**config.mk**
```make
export PLATFORM = sky130hd
export DESIGN_NAME = request_grant_sequencer_18_flat
export DESIGN_NICKNAME = d
export VERILOG_FILES = /design/src/rtl/request_grant_sequencer_18_if.sv /design/src/rtl/request_grant_sequencer_18.sv /design/src/flat_wrapper.sv
export SDC_FILE = /design/constraint.sdc
export NUM_CORES = 1
export LEC_CHECK = 0
export BUFFER_PORTS_ARGS = -buffer_cell sky130_fd_sc_hd__buf_2
export CORE_AREA = 2 2 145 161
export DETAILED_ROUTE_END_ITERATION = 10
export DIE_AREA = 0 0 147 163
export PLACE_DENSITY = 0.67
export SETUP_SLACK_MARGIN = 0.2
export SLEW_MARGIN = 20
export SYNTH_ARGS = -nofsm -noshare
export SYNTH_HDL_FRONTEND = slang
export SYNTH_SLANG_ARGS = --single-unit
```
**constraint.sdc**
```tcl
create_clock -name i_clk -period 34.5 [get_ports i_clk]
set_input_delay 3.45 -clock i_clk [delete_from_list [all_inputs] [get_ports i_clk]]
set_output_delay 3.45 -clock i_clk [all_outputs]
set_load 0.01 [all_outputs]
```
**src/rtl/request_grant_sequencer_18_if.sv**
```systemverilog
// Request/grant bus bundle for the 18-source round-robin sequencer.
// The master side drives requests and acknowledge; the slave (sequencer) drives grant/pending status.
interface request_grant_sequencer_18_if;
  logic [17:0] Request;
  logic        Ack;
  logic [17:0] Grant;
  logic [4:0]  GrantIndex;
  logic        GrantValid;
  logic        Timeout;
  logic [17:0] PendingVec;
  logic        AnyPending;

  modport master (
    output Request, Ack,
    input  Grant, GrantIndex, GrantValid, Timeout, PendingVec, AnyPending
  );

  modport slave (
    input  Request, Ack,
    output Grant, GrantIndex, GrantValid, Timeout, PendingVec, AnyPending
  );
endinterface

```
**src/rtl/request_grant_sequencer_18.sv**
```systemverilog
// Edge-triggered request latching with a round-robin grant sequencer over 18 sources.
// A grant is held until Ack or until TimeoutCycles elapse, then one IDLE cycle follows.
module request_grant_sequencer_18 #(
  parameter logic [17:0] BubblesMask   = 18'd0,
  parameter logic [7:0]  TimeoutCycles = 8'd16
) (
  input  logic                              i_clk,
  input  logic                              i_rst,
  request_grant_sequencer_18_if.slave       bus
);

  localparam int N = 18;

  typedef enum logic {IDLE, GRANT} state_t;

  state_t      r_state;
  logic [17:0] r_prev;
  logic [17:0] r_pend;
  logic [17:0] r_grant;
  logic [4:0]  r_gidx;
  logic [4:0]  r_ptr;
  logic [7:0]  r_cnt;
  logic        r_gvld;
  logic        r_tout;

  logic [17:0] w_req;
  logic [17:0] w_edge;
  logic [17:0] w_clr;
  logic [17:0] w_pick_onehot;
  logic [4:0]  w_pick;
  logic        w_any;
  logic        w_ack_grant;
  logic        w_tmo_hit;

  function automatic logic [4:0] next_idx(input logic [4:0] idx);
    return (idx == 5'd17) ? 5'd0 : idx + 5'd1;
  endfunction

  // First pending source strictly after ptr, wrapping 17 -> 0.
  function automatic logic [4:0] rr_pick(input logic [17:0] pend, input logic [4:0] ptr);
    logic [4:0] idx;
    logic [4:0] pick;
    logic       found;
    idx   = ptr;
    pick  = 5'd0;
    found = 1'b0;
    for (int k = 0; k < N; k++) begin
      idx = next_idx(idx);
      if (!found && pend[idx]) begin
        pick  = idx;
        found = 1'b1;
      end
    end
    return pick;
  endfunction

  assign w_req         = bus.Request ^ BubblesMask;
  assign w_edge        = w_req & ~r_prev;
  assign w_any         = |r_pend;
  assign w_pick        = rr_pick(r_pend, r_ptr);
  assign w_pick_onehot = 18'd1 << w_pick;
  assign w_ack_grant   = (r_state == GRANT) && bus.Ack;
  assign w_tmo_hit     = (TimeoutCycles != 8'd0) && (r_cnt == TimeoutCycles - 8'd1);
  // r_grant is already one-hot on the granted index, so it doubles as the clear mask.
  assign w_clr         = w_ack_grant ? r_grant : 18'd0;

  always_ff @(posedge i_clk or posedge i_rst) begin
    if (i_rst) begin
      r_prev <= '0;
      r_pend <= '0;
    end else begin
      r_prev <= w_req;
      // A new edge on the bit being cleared wins so the event is not lost.
      r_pend <= (r_pend & ~w_clr) | w_edge;
    end
  end

  always_ff @(posedge i_clk or posedge i_rst) begin
    if (i_rst) begin
      r_state <= IDLE;
      r_ptr   <= 5'd17;
      r_cnt   <= '0;
      r_grant <= '0;
      r_gidx  <= '0;
      r_gvld  <= 1'b0;
      r_tout  <= 1'b0;
    end else begin
      r_tout <= 1'b0;
      case (r_state)
        IDLE: begin
          if (w_any) begin
            r_grant <= w_pick_onehot;
            r_gidx  <= w_pick;
            r_gvld  <= 1'b1;
            r_cnt   <= '0;
            r_state <= GRANT;
          end
        end
        GRANT: begin
          if (bus.Ack) begin
            r_ptr   <= r_gidx;
            r_grant <= '0;
            r_gidx  <= '0;
            r_gvld  <= 1'b0;
            r_state <= IDLE;
          end else if (w_tmo_hit) begin
            r_tout  <= 1'b1;
            r_ptr   <= r_gidx;
            r_grant <= '0;
            r_gidx  <= '0;
            r_gvld  <= 1'b0;
            r_state <= IDLE;
          end else begin
            r_cnt <= r_cnt + 8'd1;
          end
        end
      endcase
    end
  end

  assign bus.Grant      = r_grant;
  assign bus.GrantIndex = r_gidx;
  assign bus.GrantValid = r_gvld;
  assign bus.Timeout    = r_tout;
  assign bus.PendingVec = r_pend;
  assign bus.AnyPending = w_any;

endmodule

```
**src/flat_wrapper.sv**
```systemverilog
// flat-port wrapper written by rule: the top's interface ports become plain ports
module request_grant_sequencer_18_flat 
#(
  parameter logic [17:0] BubblesMask   = 18'd0,
  parameter logic [7:0]  TimeoutCycles = 8'd16
)
  (i_clk, i_rst, bus_Request, bus_Ack, bus_Grant, bus_GrantIndex, bus_GrantValid, bus_Timeout, bus_PendingVec, bus_AnyPending);
  request_grant_sequencer_18_if bus_i ();
  input  logic i_clk;
  input  logic i_rst;
  input wire logic [$bits(bus_i.Request)-1:0] bus_Request;
  input wire logic [$bits(bus_i.Ack)-1:0] bus_Ack;
  output wire logic [$bits(bus_i.Grant)-1:0] bus_Grant;
  output wire logic [$bits(bus_i.GrantIndex)-1:0] bus_GrantIndex;
  output wire logic [$bits(bus_i.GrantValid)-1:0] bus_GrantValid;
  output wire logic [$bits(bus_i.Timeout)-1:0] bus_Timeout;
  output wire logic [$bits(bus_i.PendingVec)-1:0] bus_PendingVec;
  output wire logic [$bits(bus_i.AnyPending)-1:0] bus_AnyPending;
  assign bus_i.Request = bus_Request;
  assign bus_i.Ack = bus_Ack;
  assign bus_Grant = bus_i.Grant;
  assign bus_GrantIndex = bus_i.GrantIndex;
  assign bus_GrantValid = bus_i.GrantValid;
  assign bus_Timeout = bus_i.Timeout;
  assign bus_PendingVec = bus_i.PendingVec;
  assign bus_AnyPending = bus_i.AnyPending;
  request_grant_sequencer_18 #(.BubblesMask(BubblesMask), .TimeoutCycles(TimeoutCycles)) u_core (.i_clk(i_clk), .i_rst(i_rst), .bus(bus_i));
endmodule
```
**Yosys cells after proc, flatten, opt, wreduce, memory -nomap -nowiden**

Cells that the tools add are included.

- Bits in registers: 75
- Bits in latches: 0
- Memory bits (writable): 0
- ROM bits: 0
- Bits of input ports: 21
- Output and inout bits: 44
- Word-level logic and storage cells: 231
- Memories: 0

- Add/sub/neg operators: 19
- Multipliers: 0
- Divide/modulo/power cells: 0
- Order comparisons: 18
- Eq/ne operators: 23
- Shift operators: 1
- Muxes and demuxes: 115
- Bitwise operators: 6
- Reduce and logical (&&, ||, !) cells: 40

Operator list:

| kind | count |
|---|---|
| $mux W5 | 41 |
| $lt A5 B6 Y1 const B | 18 |
| $add A5 B1 Y5 const B | 18 |
| $bmux W1 S5 | 18 |
| $eq A5 B5 Y1 const B | 18 |
| $mux W18 | 4 |
| $mux W1 | 44 |
| $and A18 B18 Y18 | 2 |
| $not A18 Y18 | 2 |
| $pmux W18 S2 | 1 |
| $mux W8 | 3 |
| $logic_and A1 B1 Y1 | 18 |
| $or A18 B18 Y18 | 1 |
| $reduce_or A18 Y1 | 1 |
| $shl A1 B5 Y18 const A | 1 |
| $logic_not A1 Y1 | 17 |
| $pmux W8 S2 | 1 |
| $pmux W5 S2 | 1 |
| $add A8 B1 Y8 const B | 1 |
| $eq A8 B4 Y1 const B | 1 |
| $ne A2 B2 Y1 const B | 3 |
| $pmux W1 S2 | 2 |
| $reduce_and A2 Y1 | 2 |
| $ne A3 B3 Y1 const B | 1 |
| other kinds (3) | 3 |

**Depth between registers and ports, before layout**

- Depth after elaboration: 59
- Mapped depth: 64

**Least setup slack after synthesis**

No wires, ideal clock.

- Kind: register to register
- Start: register u_core.r_ptr[0]
- End: register u_core.r_grant[2], in the netlist u_core.bus.Grant[2]
- Setup time: 0.122 ns
- Data arrival time: 15.195 ns
- Path slack: 19.184 ns
- Cell stages (with the launch flop): 64
- Period minus slack after synthesis: 15.316 ns
- Cells stage by stage: dfstp_2 clkbuf_1 inv_1 ha_1 nor2b_1 inv_1 buf_1 ha_1 nand2b_1 mux2i_1 o21ai_0 nand2_1 buf_1 ha_1 nand2_1 clkinv_1 ha_1 clkbuf_1 [28 not listed] ha_1 inv_1 a31oi_1 inv_1 ha_1 and3_1 a32o_1 and4_1 a31oi_1 xnor2_1 or3_1 o21a_1 a311o_1 a211oi_1 a311oi_2 nor2_4 mux2_4 a32o_1

- Longest elaborated chain between the ends: 59
- Elaborated cells on any way between the ends: 162

RTL lines:

| element | line | source |
|---|---|---|
| start: declaration | request_grant_sequencer_18.sv:21 | `logic [4:0] r_ptr;` |
| start signal: assignment | request_grant_sequencer_18.sv:101 | `r_ptr <= r_gidx;` |
| start signal: assignment | request_grant_sequencer_18.sv:108 | `r_ptr <= r_gidx;` |
| $add A5 B1 Y5 / $eq A5 B5 Y1 (equally long branches) | request_grant_sequencer_18.sv:36 | `return (idx == 5'd17) ? 5'd0 : idx + 5'd1;` |
| $mux W5 (*) | request_grant_sequencer_18.sv:36 |  |
| branches (longest 53 deep; another with $add A5 B1 Y5) | n/a |  |
| $mux W5 (*) | request_grant_sequencer_18.sv:49 | `if (!found && pend[idx]) begin` |
| $shl A1 B5 Y18 (*) | request_grant_sequencer_18.sv:61 | `assign w_pick_onehot = 18'd1 << w_pick;` |
| $mux W18 (*) | request_grant_sequencer_18.sv:91 | `if (w_any) begin` |
| $pmux W18 S2 (*) | request_grant_sequencer_18.sv:89 | `case (r_state)` |
| end signal: assignment | request_grant_sequencer_18.sv:92 | `r_grant <= w_pick_onehot;` |
| end: declaration | request_grant_sequencer_18.sv:19 | `logic [17:0] r_grant;` |

Mark *: on every way between the ends. The select of a mux whose other input is x is not followed.
A chain may end at the register's enable or synchronous reset.

**Worst setup path after layout**

- Start: register u_core.r_ptr[1]
- End: register u_core.r_grant[3], in the netlist u_core.bus.Grant[3]

The elaborated chain is that of the path after synthesis.

==> reports/results.txt <==
The library cells used most frequently in the layout, excluding fill and tap cells, are sky130_fd_sc_hd__nand2_1 (213), sky130_fd_sc_hd__mux2i_1 (93), sky130_fd_sc_hd__inv_1 (81). Fraction of final layout cells with drive strength greater than 1: 14.2%. Setup repair after global routing left no endpoint under its margin. Derived from the worst setup path, the maximum achievable clock frequency is 55.1 MHz.

The share of the Yosys chip area taken by registers is 16.5%. The number of CTS-inserted buffers was 9; the endpoint required time on the critical path was 34.71 ns. The run gives 0 as the initial antenna violation count. Among all stages on the critical path, the largest delay is contributed by sky130_fd_sc_hd__o41ai_2. The run finished with clean final reports. For this block, the initial DRC count from the detailed router was 1,381.

The number of synthesized flops with an enable pin works out to 0. Detailed routing placed a total of 17.9 mm of wire on met2. Clock skew on the completed layout was measured at 0.00768 ns.

After detailed routing, the number of remaining DRC violations is 0. After layout, the worst setup slack is 16.36 ns. After synthesis, the share of flip-flops with an asynchronous set or reset is 100%. Synthesis instantiated 121 different standard cells from the library. The detailed-route vias per instance is 6.87, and the number of search-and-repair iterations in the first detailed-routing pass is 6. The final critical path takes up 52.6% of the cycle. At the end of the flow, the number of nets in the layout was 1,552. Clock tree synthesis selected as its root buffer the cell sky130_fd_sc_hd__clkbuf_16. In this run the post-CTS setup repair buffer count came out at 0. The flop and latch count out of synthesis is 75.

The starting density of the core is 50.7%. Highest metal layer with signal wires: met4. The tools report the total number of clock tree sinks as 75.

Summed over its instances, the top area cell type makes up 16.0% of the synthesized netlist area. Across all layers, the routed design uses 12,347 vias. After clock tree synthesis, the clock-pin slew on the worst setup and hold paths is 0.06 ns. The residual antenna-violating net count after detailed routing came out at 0. The die covers 24,000 um2. In the global route stage, overall resource usage came out at 32.3%. In this run the core area contains 58 standard-cell rows.

The congestion estimate from routability-driven global placement came to 0.947. The layout overhead on the synthesized area was 7.10%. Most common cell type on the critical path: sky130_fd_sc_hd__ha_1. For the wire length on met1, the log shows 16.5 mm.

The tools report the number of diodes as 0. The worst setup path is of the flop to flop kind. Along the worst path, the maximum fanout reaches 17. For the worst-skew pair, the clock arrives at the later sink with an insertion delay of 0.33 ns. Summing the areas of all xor and xnor instances in the mapped netlist gives 2.94% of the synthesized area. Endpoint kind of the worst setup timing path: a flop. By area, the combinational part of the netlist is dominated by compound AO/OA/AOI/OAI gates.

Final setup violation count: 0. The adder-cell area share of the yosys netlist was 4.24%. The number of placed instances, taps included was 1,783; the average instance area after synthesis was 7.68 um2. In the final routed layout, each cell accounts on average for 22.0 um.

Measured against the total synthesized area, the mux share comes to 11.4%. Area of the placeable core: 22,500 um2. Before CTS, the worst setup slack after placement is 16.74 ns.

The synthesized netlist devotes 23.7% of its cell area to simple gates. Via count of the first global-routing pass: 11,793. The final-report max-slew violation count was 0.

Summing the areas of all compound-gate instances in the mapped netlist gives 34.7% of the synthesized area. The worst hold path belongs to the class flop to flop. Entering global routing, the biggest net connects 76 pins. TritonCTS built the clock tree. The number of primary I/O pins was 65. In this design, the stage delay of the slowest critical-path cell is 0.79 ns. The final sum of negative setup slack was 0 ns. The overall die height is 163 um. The number of buffers on the longest clock path is 2. Die extent in x: 147 um. The most common cell after layout, fill and taps aside is sky130_fd_sc_hd__nand2_1. The logs give 31.9% for the worst-case headroom to the max-slew limit and 0 for the total number of yosys warnings. For the synthesized netlist cell count, the log shows 1,485. The most common flop cell mapped by yosys was sky130_fd_sc_hd__dfrtp_1.

STA classifies the critical path startpoint as a flop. The clock tree synthesis step divided the H-tree into 3 levels. The logs give 0 for the count of max-cap constraint violations and 1,798 for the filler-free cell count of the finished design. The routed design uses 3.35 mm of met3 wire.

The run gives 63.1 mm as the first-pass GRT wire length. Number of buffers added on ports: 64. The cell area that synthesis handed to floorplanning was 11,400 um2. The most area-hungry cell type in the Yosys netlist is sky130_fd_sc_hd__dfrtp_1. Sorting the synthesized cells by area gives the leading types as sky130_fd_sc_hd__dfrtp_1 (16%), sky130_fd_sc_hd__mux2i_1 (8.2%), sky130_fd_sc_hd__nand2_1 (7.0%). At the worst endpoint, the arrival time is 18.35 ns. Synthesis produced a netlist with a net count of 1,543.

The logs give 0 for the number of endpoints with negative hold slack in the final report and 28.4 mm for the total half-perimeter wirelength after legalization and detailed placement. The total congestion overflow is 0. The logs give 54.3% for the fraction of the core area covered by cells at the end of the flow and 0 for the quantity of hold-fixing buffers added after cts.

The total length of routed wires was 39.5 mm; the post-layout minimum cycle time was 18.14 ns. For the pin with the worst max-slew slack, the measured transition is 1.01 ns. The run gives 0 as the count of cells resized by post-cts repair.
-- sequential cells by signal, indices dropped and copies added (netlist names) --
register and flops:
u_core.bus.GrantValid 1, u_core.bus.GrantIndex 5, u_core.r_prev 18, u_core.r_cnt 8, u_core.r_ptr 5, u_core.bus.Timeout 1
u_core.bus.PendingVec 18, u_core.bus.Grant 18, u_core.r_state 1
-- layout make-up --
| type | count | area, um2 |
|---|---|---|
| Tap cell | 300 | 375 |
| Clock inverter | 6 | 91.3 |
| Inverter | 91 | 342 |
| Multi-Input combinational cell | 1226 | 8780 |
| Fill cell | 2177 | 10300 |
| Sequential cell | 75 | 1880 |
| Timing Repair Buffer | 91 | 523 |
| Clock buffer | 9 | 225 |
-- metrics by stage --
step / hold slack (ns) / instance area, um2
6_report: 0.417 / 12200
5_1_grt: 0.430 / 12200
4_1_cts: 0.417 / 12200
3_5_place_dp: 0.412 / 11900
3_3_place_gp: 0.403 / 11900
2_1_floorplan: 0.400 / 11400
-- synthesized netlist by cell type, drive strengths merged, types with 28 or more instances --
cell type  instances
ha                37
xnor2             28
a31oi             34
o21ai             91
clkbuf            62
a21oi             58
o211ai            31
mux2i             93
nor3              34
dfrtp             73
buf               31
a211oi            47
inv               85
and2              29
nand3             52
nand2            214
nor2              81
-- logic make-up (layout without fill, tap and decap cells) --
logic type | after synthesis | after routing
multiplexers | 116 | 116
AO/OA/AOI/OAI | 495 | 495
AND/OR/NAND/NOR | 542 | 542
adder cells (fa/ha/maj) | 39 | 39
XOR/XNOR | 34 | 34
buffers and inverters | 184 | 197
flip-flops | 75 | 75
-- final timing paths --
path,startpoint,end,slack [ns],cells after the start
min in group asynchronous,i_rst,u_core.r_cnt[6],3.39,3
hold / removal,u_core.r_prev[1],u_core.bus.PendingVec[1],0.42,1
setup / recovery,u_core.r_ptr[1],u_core.bus.Grant[3],16.36,54
hold reg to reg,u_core.r_prev[1],u_core.bus.PendingVec[1],0.42,1
setup reg to reg,u_core.r_ptr[1],u_core.bus.Grant[3],16.36,54
max in group asynchronous,i_rst,u_core.r_prev[9],30.51,3
-- critical path, delay by kind of cell (launching register included) --
kind / cells / cell delay (ns)
flip-flops: 1 / 0.44
multiplexers: 1 / 0.37
XOR/XNOR: 1 / 0.25
AND/OR/NAND/NOR: 15 / 5.56
AO/OA/AOI/OAI: 16 / 5.66
buffers and inverters: 11 / 2.16
adder cells (fa/ha/maj): 10 / 3.58
-- layer usage --
metal | up-vias | track usage (%)
met5 | - | 0
met2 | 644 | 51.7
li1 | 5708 | -
met1 | 5852 | 43.0
met3 | 143 | 4.99
met4 | 0 | 15.3
Power is not shown: default switching activity piles up to over one toggle a cycle in this logic, so the estimate is an artifact.
